[src/rtl/knn_pkg.sv]
// knn_pkg: definitions shared by the kNN vote stage and the neighbour list.
// FSM state encoding, the position of the label inside knn_info, and the
// read latency of the list's get/id port.
package knn_pkg;

  typedef enum logic [2:0] {
    S_IDLE  = 3'd0,
    S_FETCH = 3'd1,
    S_DRAIN = 3'd2,
    S_SCAN  = 3'd3,
    S_DONE  = 3'd4
  } state_t;

  localparam int INFO_W    = 8;  // width of one neighbour entry
  localparam int ID_W      = 4;  // rank address width
  localparam int LABEL_LSB = 0;  // label sits in the low bits of knn_info
  localparam int INFO_LAT  = 1;  // knn_info is valid this many cycles after knn_get

endpackage

[src/rtl/knn_vote_hist.sv]
// knn_vote_hist: per-class vote counters for the kNN vote stage.
// Saturating increment, synchronous clear, and an indexed read port used by
// the argmax scan. Optional macro KNN_VOTE_NEAREST_TIE_EN adds per-class
// first_rank storage (lowest rank that voted for the class).
module knn_vote_hist
  import knn_pkg::*;
#(
  parameter int NBR_KNN   = 4,
  parameter int NBR_CLASS = 8,
  parameter int LABEL_W   = 4,
  parameter int CNT_W     = $clog2(NBR_KNN + 1)
) (
  input  logic               clk,
  input  logic               rst,
  input  logic               clr,
  input  logic               inc_en,
  input  logic [LABEL_W-1:0] inc_idx,
`ifdef KNN_VOTE_NEAREST_TIE_EN
  input  logic [ID_W-1:0]    inc_rank,
  output logic [ID_W-1:0]    rd_first,
`endif
  input  logic [LABEL_W-1:0] rd_idx,
  output logic [CNT_W-1:0]   rd_cnt
);

  logic [CNT_W-1:0] cnt [NBR_CLASS];

  // Vote counters: cleared on reset or new run, saturate at NBR_KNN.
  always_ff @(posedge clk) begin
    for (int c = 0; c < NBR_CLASS; c++) begin
      if (rst || clr) begin
        cnt[c] <= '0;
      end else if (inc_en && (inc_idx == LABEL_W'(c)) &&
                   (cnt[c] != CNT_W'(NBR_KNN))) begin
        cnt[c] <= cnt[c] + 1'b1;
      end
    end
  end

  assign rd_cnt = cnt[rd_idx];

`ifdef KNN_VOTE_NEAREST_TIE_EN
  logic [ID_W-1:0] first [NBR_CLASS];

  // First-voter rank per class: all ones means no vote yet.
  always_ff @(posedge clk) begin
    for (int c = 0; c < NBR_CLASS; c++) begin
      if (rst || clr) begin
        first[c] <= '1;
      end else if (inc_en && (inc_idx == LABEL_W'(c)) && (inc_rank < first[c])) begin
        first[c] <= inc_rank;
      end
    end
  end

  assign rd_first = first[rd_idx];
`endif

endmodule

[src/rtl/knn_vote.sv]
// knn_vote: majority vote over the NBR_KNN nearest neighbours of a test point.
// Reads ranks 0..NBR_KNN-1 from the neighbour list, tallies labels, then scans
// the histogram for the most-voted class (ties -> lowest class index).
// Optional macro KNN_VOTE_NEAREST_TIE_EN: ties go to the class whose first
// vote came from the nearer neighbour.
//
// state   | meaning
// --------+-----------------------------------------------
// IDLE    | waiting for start
// FETCH   | issuing knn_get for ranks 0..NBR_KNN-1
// DRAIN   | last read entry arrives and is tallied
// SCAN    | argmax over classes, one class per cycle
// DONE    | result registered, done pulse
module knn_vote
  import knn_pkg::*;
#(
  parameter int NBR_KNN   = 4,
  parameter int NBR_CLASS = 8,
  parameter int LABEL_W   = 4,
  parameter int CNT_W     = $clog2(NBR_KNN + 1)
) (
  input  logic               clk,
  input  logic               rst,
  input  logic               start,
  output logic               knn_get,
  output logic [ID_W-1:0]    knn_id,
  input  logic [INFO_W-1:0]  knn_info,
  output logic               busy,
  output logic               done,
  output logic [LABEL_W-1:0] label,
  output logic [CNT_W-1:0]   votes,
  output logic               err
);

  state_t             state;
  logic               get_d;
  logic [LABEL_W-1:0] cap_lbl;
  logic               cap_ok;
  logic               err_acc;
  logic               hist_clr;
  logic [LABEL_W-1:0] scan_idx;
  logic [LABEL_W-1:0] best_lbl;
  logic [CNT_W-1:0]   best_cnt;
  logic [CNT_W-1:0]   rd_cnt;
  logic               take;
  logic               info_unused;

  assign cap_lbl     = knn_info[LABEL_LSB +: LABEL_W];
  assign cap_ok      = ({1'b0, cap_lbl} < (LABEL_W + 1)'(NBR_CLASS));
  assign hist_clr    = (state == S_IDLE) && start;
  assign info_unused = ^knn_info;

  // knn_info qualifier: list data follows knn_get by one cycle.
  always_ff @(posedge clk) begin
    if (rst) get_d <= 1'b0;
    else     get_d <= knn_get;
  end

`ifdef KNN_VOTE_NEAREST_TIE_EN
  logic [ID_W-1:0] cap_rank;
  logic [ID_W-1:0] rd_first;
  logic [ID_W-1:0] best_first;

  // Rank of the entry currently on knn_info.
  always_ff @(posedge clk) begin
    if (rst) cap_rank <= '0;
    else     cap_rank <= knn_id;
  end

  assign take = (rd_cnt > best_cnt) ||
                ((rd_cnt == best_cnt) && (rd_first < best_first));
`else
  assign take = (rd_cnt > best_cnt);
`endif

  knn_vote_hist #(
    .NBR_KNN   (NBR_KNN),
    .NBR_CLASS (NBR_CLASS),
    .LABEL_W   (LABEL_W),
    .CNT_W     (CNT_W)
  ) u_hist (
    .clk      (clk),
    .rst      (rst),
    .clr      (hist_clr),
    .inc_en   (get_d && cap_ok),
    .inc_idx  (cap_lbl),
`ifdef KNN_VOTE_NEAREST_TIE_EN
    .inc_rank (cap_rank),
    .rd_first (rd_first),
`endif
    .rd_idx   (scan_idx),
    .rd_cnt   (rd_cnt)
  );

  // Sequencing FSM with registered outputs, rank counter and argmax.
  always_ff @(posedge clk) begin
    if (rst) begin
      state    <= S_IDLE;
      knn_get  <= 1'b0;
      knn_id   <= '0;
      busy     <= 1'b0;
      done     <= 1'b0;
      label    <= '0;
      votes    <= '0;
      err      <= 1'b0;
      err_acc  <= 1'b0;
      scan_idx <= '0;
      best_lbl <= '0;
      best_cnt <= '0;
`ifdef KNN_VOTE_NEAREST_TIE_EN
      best_first <= '1;
`endif
    end else begin
      if (get_d && !cap_ok) err_acc <= 1'b1;
      case (state)
        S_IDLE: begin
          done <= 1'b0;
          if (start) begin
            state   <= S_FETCH;
            knn_get <= 1'b1;
            knn_id  <= '0;
            busy    <= 1'b1;
            err_acc <= 1'b0;
          end
        end
        S_FETCH: begin
          if (knn_id == ID_W'(NBR_KNN - 1)) begin
            knn_get <= 1'b0;
            state   <= S_DRAIN;
          end else begin
            knn_id <= knn_id + 1'b1;
          end
        end
        S_DRAIN: begin
          knn_id   <= '0;
          scan_idx <= '0;
          best_lbl <= '0;
          best_cnt <= '0;
`ifdef KNN_VOTE_NEAREST_TIE_EN
          best_first <= '1;
`endif
          state <= S_SCAN;
        end
        S_SCAN: begin
          if (take) begin
            best_cnt <= rd_cnt;
            best_lbl <= scan_idx;
`ifdef KNN_VOTE_NEAREST_TIE_EN
            best_first <= rd_first;
`endif
          end
          if (scan_idx == LABEL_W'(NBR_CLASS - 1)) begin
            label <= take ? scan_idx : best_lbl;
            votes <= take ? rd_cnt : best_cnt;
            err   <= err_acc;
            done  <= 1'b1;
            state <= S_DONE;
          end else begin
            scan_idx <= scan_idx + 1'b1;
          end
        end
        S_DONE: begin
          done  <= 1'b0;
          busy  <= 1'b0;
          state <= S_IDLE;
        end
        default: state <= S_IDLE;
      endcase
    end
  end

endmodule

[config.mk]
export PLATFORM = sky130hd
export DESIGN_NAME = knn_vote
export DESIGN_NICKNAME = d
export VERILOG_FILES = /design/src/rtl/knn_pkg.sv /design/src/rtl/knn_vote_hist.sv /design/src/rtl/knn_vote.sv
export SDC_FILE = /design/constraint.sdc
export NUM_CORES = 1
export LEC_CHECK = 0
export ABC_AREA = 1
export ABC_CLOCK_PERIOD_IN_PS = 2200
export BUFFER_PORTS_ARGS = -buffer_cell sky130_fd_sc_hd__buf_2
export CAP_MARGIN = 10
export CORE_MARGIN = 8
export CORE_UTILIZATION = 55
export CTS_CLUSTER_DIAMETER = 60
export DETAILED_ROUTE_END_ITERATION = 16
export PLACE_DENSITY = 0.75
export SLEW_MARGIN = 25
export SYNTH_ARGS = -nofsm -noshare
export SYNTH_HDL_FRONTEND = slang
export SYNTH_SLANG_ARGS = --single-unit
[constraint.sdc]
create_clock -name clk -period 2.2 [get_ports clk]
set_input_delay 0.11 -clock clk [delete_from_list [all_inputs] [get_ports clk]]
set_output_delay 0.11 -clock clk [all_outputs]
set_load 0.02 [all_outputs]
Word level (Yosys, flattened, before mapping). Memory sizes are Yosys's and may differ from the RTL's. A register that Yosys moved wholly into a read port is not among the register bits. Cells that the tools add are included.

Flip-flop bits (word level): 31. Logic and storage cells: 154. Input bits: 11. RAM bits: 24. Output and inout port bits: 15. Memories: 1.

Add/subtract/negate cells: 10. Reduce and logical (&&, ||, !) cells: 36. Bitwise logic cells: 8. Magnitude comparators: 2. Equal/unequal tests: 26. Multiplexer cells: 58.

Memories: u_hist.cnt (words 8, width 3, read ports 9, clocked after memory_dff 1, write ports 8, line knn_vote_hist.sv:26) `logic [CNT_W-1:0] cnt [NBR_CLASS];`.

Operator list (number): $mux W3 (14); $mux W1 (32); $add A3 B1 Y3 const B (8); $ne A3 B3 Y1 const B (8); $eq A4 B3 Y1 const B (5); $logic_and A1 B1 Y1 (19); $mux W4 (4); $pmux W4 S2 (2); $eq A4 B2 Y1 const B (3); $pmux W3 S4 (1); $pmux W4 S3 (1); $ne A2 B2 Y1 const B (5); $reduce_and A3 Y1 (3); $add A4 B1 Y4 const B (2); $or A1 B1 Y1 (8); $reduce_and A2 Y1 (4); $reduce_bool A2 Y1 (4); $eq A3 B2 Y1 const B (2); $pmux W1 S2 (3); $pmux W3 S2 (1); $eq A4 B1 Y1 const B (1); $logic_not A4 Y1 (1); $lt A4 B4 Y1 const B (1); $eq A3 B1 Y1 const B (1); 7 further kinds (7).

Logic depth before layout (Yosys ltp). Gate-level depths: netlist of run 1.

Depth after elaboration: 8. Gate-level depth with buffers: 17. Mapped depth without buffers: 16.

By module. A second synthesis of run 1 with hierarchy kept.

Cells, all modules: 441. Area total of the unflattened synthesis: 3303.2 um^2.

By module, submodules not included: knn_vote_hist (instances 1, cells an instance 210, area an instance 1691.6 um^2, sequential area each 720.7 um^2); knn_vote (instances 1, cells an instance 231, area an instance 1611.5 um^2, sequential area each 620.6 um^2).

Least setup slack after synthesis of run 1. No wires, ideal clock.

Path type: register to register. Start: reg (tool-made name). End: reg label[2]. Buffers on the path: 2. Data arrival time: 1.876 ns. Setup time: 0.115 ns. Path slack: 0.208 ns. Cell stages (with the launch flop): 15. Clock period less this slack: 1.992 ns. Data required time: 2.085 ns. Path through: dfxtp_1 buf_2 nand2_1 nand3_1 nand3_1 nand2_1 inv_1 ha_1 a21oi_1 nand2_1 nand2_1 buf_2 o21ai_0 o21ai_0 inv_1.

RTL lines: end signal: assignment (line knn_vote.sv:153) `label <= take ? scan_idx : best_lbl;`; end: declaration (line knn_vote.sv:30) `output logic [LABEL_W-1:0] label,`.

==> results by group, run 1 <==
Logic synthesis
  – Post-Syn Area: 3150 µm²
  – Register area share after synthesis: 44.4%
  – Post-synth cell types: 27
  – Post-synthesis instance total: 409
  – Syn avg cell area: 7.71 µm²
  – Synth Register Bits: 58
  – Post-synth net total: 441
  – Ys Warns: 0

Clocking
  – Clock tree from TritonCTS: built
  – Reg clk slew, reported paths: 0.07 ns
  – Htree depth: 3
  – CTS buffer count: 9
  – Worst skew pair latency: 0.33 ns
  – CTS Hold Bufs: 0
  – Clock Sinks: 58
  – Clock Tree Root: clkbuf_8
  – CTS max path bufs: 2

Finish
  – NumNets Final: 480
  – Fillcell total: 495
  – Register area: 1400 µm²
  – Area Growth Syn to Fin: 14.0%
  – Footprint of the multi-input gates: 1450 µm²
  – Share of cells above drive strength 1: 16.6%
  – Antenna cell count: 0

Detailed routing
  – DR vias: 2575
  – Initial drt markers: 165
  – ANT nets after route: 0
  – Top layer used by detailed routing: met4
  – WL met1: 2.76 mm
  – Remaining DRCs: 0
  – DRT Wirelength: 5.96 mm
  – Met3 WL: 198 µm
  – Wire per inst: 11.4 µm
  – Met2 routed WL: 2.91 mm
  – Vias/cell: 4.90
  – Initial DRT Pass Iterations: 4

Job
  – Max Cap Viol: 0

GRT
  – First-pass GRT wire length: 10.4 mm
  – Gr usage total: 14.7%
  – Largest net degree at the start of global routing: 20
  – Residual overflow from global routing: 0
  – Vias in the first global route: 2473
  – Initial antenna violation count: 0

Floorplan
  – Die area: 8410 µm²
  – Row count: 27
  – Initial Utilization: 56.9%
  – Core area: 5540 µm²
  – Chip height: 91.7 µm
  – Num ports: 26
  – Die width: 91.7 µm

Worst setup path
  – Critical-path cell with the highest stage delay: dfxtp_2
  – CP dominant cell by count: nand2_1
  – CP peak stage delay: 0.34 ns
  – CP cell instances: buf_4, buf_4, nand2_1, nand3_1, nand3_1, nand2_1, ha_1, nand3b_1, nand2_2, nand2_4, o21ai_0, nand2_1, a21oi_1
  – Critical-path maximum fanout: 6
  – Worst path bufs/invs: 2
  – R2R Setup Slk: 0.15 ns
  – Startpoint types: flop
  – Critical Path Sink Type: flop
  – WS Path Type: reg -> reg
  – Req. time, crit path: 2.46 ns
  – CP delay by family, top: simple AND/OR/NAND/NOR gates
  – CP arrival: 2.32 ns

STA
  – Final WS setup: 0.147 ns
  – Max-Slew Margin vs Limit: 79.7%
  – Final Hold Vio Count: 0
  – Clock skew: 0.0107 ns
  – Fmax: 487 MHz
  – Worst-margin pin slew: 0.302 ns
  – Setup violations, final: 0
  – RSZ-0062 raised after global routing: true
  – Min Tclk post-route: 2.05 ns
  – Slew Viols, Final: 0
  – Period Utilization, post-route: 93.3%

Placed design
  – GP Congestion: 0.879
  – Final HPWL DP: 4.55 mm
  – Dpl ws: 0.0563 ns
  – Input/output buffers: 21

Status
  – Status: complete, no violations

Pwr
  – Leakage dissipation: 0.00172 µW
  – Power Total: 2400 µW
  – Power density over the cells: 668 nW/µm²
  – Maximum resistive drop on vdd: 436 µV

Worst hold path
  – Worst hold path type: in -> reg
==> layout make-up <==
class / count / share of cell area [%]
timing repair buffer: 34 / 5.64
inverter: 76 / 8.01
multi-input combinational: 269 / 40.2
clock buffer: 13 / 4.14
clock inverter: 3 / 0.452
tap: 72 / 2.51
sequential: 58 / 39.0
==> placed cells by master (no fill, tap or decap), types with 4 or more instances in the layout <==
cell      instances
nand2_1          89
inv_1            68
nor2_1           53
dfxtp_1          33
nand3_1          32
edfxtp_1         24
ha_1             21
buf_2            21
a21oi_1          19
buf_4            13
clkbuf_8         10
xnor2_1           9
inv_2             7
nand2_2           6
o21ai_1           6
o21ai_0           6
nand3_2           5
nor3_1            5
or2_1             4
==> report_power, final <==
part / total [µW] / internal (µW) / switching (µW)
Clock: 823 / 437 / 387
Sequential: 1210 / 1170 / 40.4
Combinational: 363 / 130 / 233
Total: 2400 / 1740 / 659
==> routing by layer <==
| layer | vias up | global-route usage (%) |
|---|---|---|
| met5 | - | 0 |
| met4 | 0 | 7.11 |
| met3 | 8 | 2.61 |
| met2 | 42 | 25.5 |
| met1 | 1166 | 17.0 |
| li1 | 1359 | - |
==> worst reg2reg max path, cell delays in order (launching register included) <==
cell and delay, ns:
dfxtp_2 0.34, buf_4 0.15, buf_4 0.13, nand2_1 0.05
nand3_1 0.08, nand3_1 0.10, nand2_1 0.09, ha_1 0.18
nand3b_1 0.19, nand2_2 0.14, nand2_4 0.09, o21ai_0 0.25
nand2_1 0.08, a21oi_1 0.11
==> path summary, 6_finish.rpt <==
kind / start / endpoint / cells past startpoint
worst min-delay path: knn_info[3] / err_acc$_SDFF_PP0_ / 3
worst max register to register: flop / best_lbl[3]$_SDFFE_PP0N_ / 13
worst max-delay path: flop / best_lbl[3]$_SDFFE_PP0N_ / 13
worst min register to register: knn_get$_SDFFE_PP0P_ / get_d$_SDFF_PP0_ / 2
==> stage by stage <==
| step | area, µm² | utilization (%) | hold slack, ns | setup TNS, ns | cells |
|---|---|---|---|---|---|
| after floorplan | 3150 | - | 0.267 | 0 | 409 |
| after global placement | 3400 | 61.3 | 0.384 | 0 | 507 |
| after detailed placement | 3400 | 61.3 | 0.410 | 0 | 507 |
| after CTS | 3560 | 64.3 | 0.0685 | 0 | 523 |
| after global routing | 3590 | 64.9 | 0.110 | -0.467 | 525 |
| final | 3590 | 64.9 | 0.0771 | 0 | 525 |
==> registers in the layout, summed over array words and instances, names as in the netlist, named ones only <==
register and cells:
state 3, err 1, best_cnt 3, label 4
u_hist.cnt 24, scan_idx 4, best_lbl 4, get_d 1
busy 1, err_acc 1, knn_get 1, votes 3
knn_id 4, done 1
==> synthesized netlist by cell type <==
master    instances  area, µm²
nor3b_2           2       25.0
inv_1            68        255
buf_6             1       11.3
nor2_1           53        199
nand3b_1          1       7.51
dfxtp_1          34        681
ha_1             21        263
xnor2_1           9       78.8
nand2_2           4       25.0
nor3_1            5       25.0
nand3_2           5       50.1
nand2_1          91        342
or2_1             4       25.0
nand3_1          32        160
nor2_4            1       11.3
o21a_1            1       7.51
or2_0             1       6.26
edfxtp_1         24        721
buf_4             1       7.51
inv_2             8       30.0
a21oi_1          20        100
o211ai_1          3       22.5
o21ai_1           2       10.0
clkbuf_1          2       7.51
o21ai_0          10       50.1
buf_2             3       15.0
nor2_2            3       18.8
==> cell families (layout without fill, tap and decap cells) <==
logic type      count (synthesis)  after routing  share of synthesized area, %
xor+xnor                        9              9                          2.50
buf+inv                        83            126                          10.4
compound gates                 36             36                          6.03
fa+ha+maj                      21             21                          8.33
simple gates                  202            203                          28.4
flops                          58             58                          44.4
==> timing repair <==
item                       in CTS  in global routing
buffers inserted                0                  1
resized for setup               0                 10
setup endpoints to repair       0                 12
hold endpoints to repair        0                  0
Note: power is estimated with default switching activity, not from simulation.
==> inputs of run 2 (changes only) <==
Settings changed: CORE_UTILIZATION 55 to 45, PLACE_DENSITY 0.75 to 0.64.
==> results by group, run 2 (synthesized netlist as in run 1, its figures left out) <==
Clocking
  – CTS max path bufs: 2 (unchanged)
  – Clock tree from TritonCTS: built
  – CTS Hold Bufs: 0 (unchanged)
  – Worst skew pair latency: 0.33 ns (about the same)
  – Clock Tree Root: clkbuf_8
  – Number of setup buffers added after CTS: 0 (unchanged)
  – Clock Sinks: 58 (unchanged)
  – Reg clk slew, reported paths: 0.07 ns (about the same)
  – Htree depth: 3 (unchanged)
  – Post_cts resized: 0 (unchanged)
  – CTS buffer count: 9 (unchanged)

STA
  – Fmax: 498 MHz (+2.2%)
  – Worst-margin pin slew: 0.350 ns (+0.0482 ns)
  – Min Tclk post-route: 2.01 ns (-0.0440 ns)
  – Period Utilization, post-route: 91.3% (-2.0 points)
  – Slew Viols, Final: 0 (unchanged)
  – Setup violations, final: 0 (unchanged)
  – Clock skew: 0.00843 ns (-0.00230 ns)
  – Final Hold Vio Count: 0 (unchanged)
  – Max-Slew Margin vs Limit: 76.5% (-3.2 points)

Placed design
  – Final HPWL DP: 4.50 mm (-1.2%)
  – GP Congestion: 0.769 (-12%)
  – Input/output buffers: 21 (unchanged)
  – Total placed cells including tap cells: 528 (+4.1%)

Finish
  – Antenna cell count: 0 (unchanged)
  – Most common cell after layout, fill and taps aside: nand2_1
  – Commonest cells after routing, fill and taps aside: nand2_1, inv_1, nor2_1
  – NumNets Final: 475 (-1.0%)
  – Number of flip-flops in the largest register: 24 (unchanged)
  – Fillcell total: 645 (+30%)
  – Area Growth Syn to Fin: 15.0%
  – Share of cells above drive strength 1: 15.8% (-0.71 points)
  – Final Instance Count excl. Fillers: 544 (+3.6%)
  – Top reg by flops: u_hist.cnt

Worst setup path
  – WS Path Type: reg -> reg
  – CP peak stage delay: 0.37 ns (+0.03 ns)
  – Critical-path maximum fanout: 11 (+5)
  – CP arrival: 2.28 ns (-0.04 ns)
  – CP dominant cell by count: nand2_1
  – Critical Path Sink Type: flop
  – Req. time, crit path: 2.47 ns (about the same)
  – CP cell instances: buf_4, nand2_1, nand3_1, nand3_1, nand2_1, inv_1, ha_1, nand3b_1, nand2_1, nand2_4, o21ai_0, nand2_1, a21oi_1
  – Critical-path cell with the highest stage delay: dfxtp_1
  – Worst path bufs/invs: 2 (unchanged)
  – Startpoint types: flop
  – CP delay by family, top: simple AND/OR/NAND/NOR gates

Detailed routing
  – DR vias: 2513 (-2.4%)
  – Initial drt markers: 84 (-49%)
  – Remaining DRCs: 0 (unchanged)
  – Wire per inst: 10.8 µm (-4.5%)
  – Vias/cell: 4.62 (-5.8%)
  – Initial DRT Pass Iterations: 5 (+1)
  – ANT nets after route: 0 (unchanged)
  – DRT Wirelength: 5.90 mm (-1.1%)

GRT
  – Residual overflow from global routing: 0 (unchanged)
  – Gr usage total: 12.8% (-1.9 points)
  – First-pass GRT wire length: 10.2 mm (-1.4%)
  – Initial antenna violation count: 0 (unchanged)
  – Largest net degree at the start of global routing: 20 (unchanged)
  – Vias in the first global route: 2366 (-4.3%)

Status
  – Status: complete, no violations

Floorplan
  – Initial Utilization: 46.4% (-11 points)
  – Chip height: 99.7 µm (+8.7%)
  – Die area: 9940 µm² (+18%)
  – Core area: 6790 µm² (+23%)
  – Die width: 99.7 µm (+8.7%)
  – Num ports: 26 (unchanged)
  – Row count: 30 (+11%)

Pwr
  – Maximum resistive drop on vdd: 444 µV (+2.0%)
  – Power Total: 2550 µW (+6.1%)
  – Power density over the cells: 702 nW/µm² (+5.1%)
  – Leakage dissipation: 0.00172 µW (-0.14%)

Job
  – Max Cap Viol: 0 (unchanged)

Worst hold path
  – Worst hold path type: in -> reg
-- run 2: cell types whose count changed in the layout (fill, tap and decap cells not counted), sizes merged --
cell    change
inv         -1
clkinv      +1
nand2       -1
buf         -4
-- run 2: where the power goes --
part	total [µW]	switching, µW	leakage (µW)	internal (µW)
logic	345	225	0.00107	120
clock network	990	423	0.000111	568
registers	1210	38.2	0.000535	1170
total	2550	685	0.00172	1860
-- run 2: through the flow --
stage | worst slack, ns | util, % | hold slack, ns | setup TNS, ns | area (µm²)
after floorplan | 0.208 | - | 0.267 | 0 | 3150
after detailed placement | 0.0230 | 50.1 | 0.408 | 0 | 3410
after CTS | 0.00341 | 53.2 | 0.0552 | 0 | 3610
after global routing | -0.0147 | 53.4 | 0.0861 | -0.0290 | 3630
after global placement | 0.0561 | 50.1 | 0.407 | 0 | 3410
final | 0.191 | 53.4 | 0.0648 | 0 | 3630
-- run 2: worst paths after layout --
kind                                      startpoint                  endpoint  slack [ns]  cells after the start
worst max register to register                  flop  best_lbl[2]$_SDFFE_PP0N_        0.19                     13
worst max-delay path                            flop  best_lbl[2]$_SDFFE_PP0N_        0.19                     13
worst min register to register  knn_get$_SDFFE_PP0P_          get_d$_SDFF_PP0_        0.44                      2
worst min-delay path                     knn_info[3]        err_acc$_SDFF_PP0_        0.06                      3
-- run 2: worst reg2reg max path, delay by kind of cell (launching register included) --
kind            cells  cell delay [ns]
fa+ha+maj           1             0.31
buf+inv             2             0.20
compound gates      2             0.34
flops               1             0.37
simple gates        8             0.73
-- run 2: metal layers --
metal  wire [µm]  GRT usage [%]  vias to the layer above
met2        2700           20.7                       31
met3         159           2.79                       11
met5           0              0                        -
met1        2920           15.3                     1127
met4         125           6.98                        0
li1            -              -                     1344
-- run 2: area by class of cell --
cell class | count | area, µm² | share of cell area (%)
Timing Repair Buffer | 30 | 173 | 4.76
Multi-Input combinational cell | 268 | 1440 | 39.6
Tap cell | 96 | 120 | 3.31
Clock buffer | 13 | 190 | 5.24
Clock inverter | 3 | 18.8 | 0.518
Sequential cell | 58 | 1400 | 38.6
Inverter | 76 | 285 | 7.87
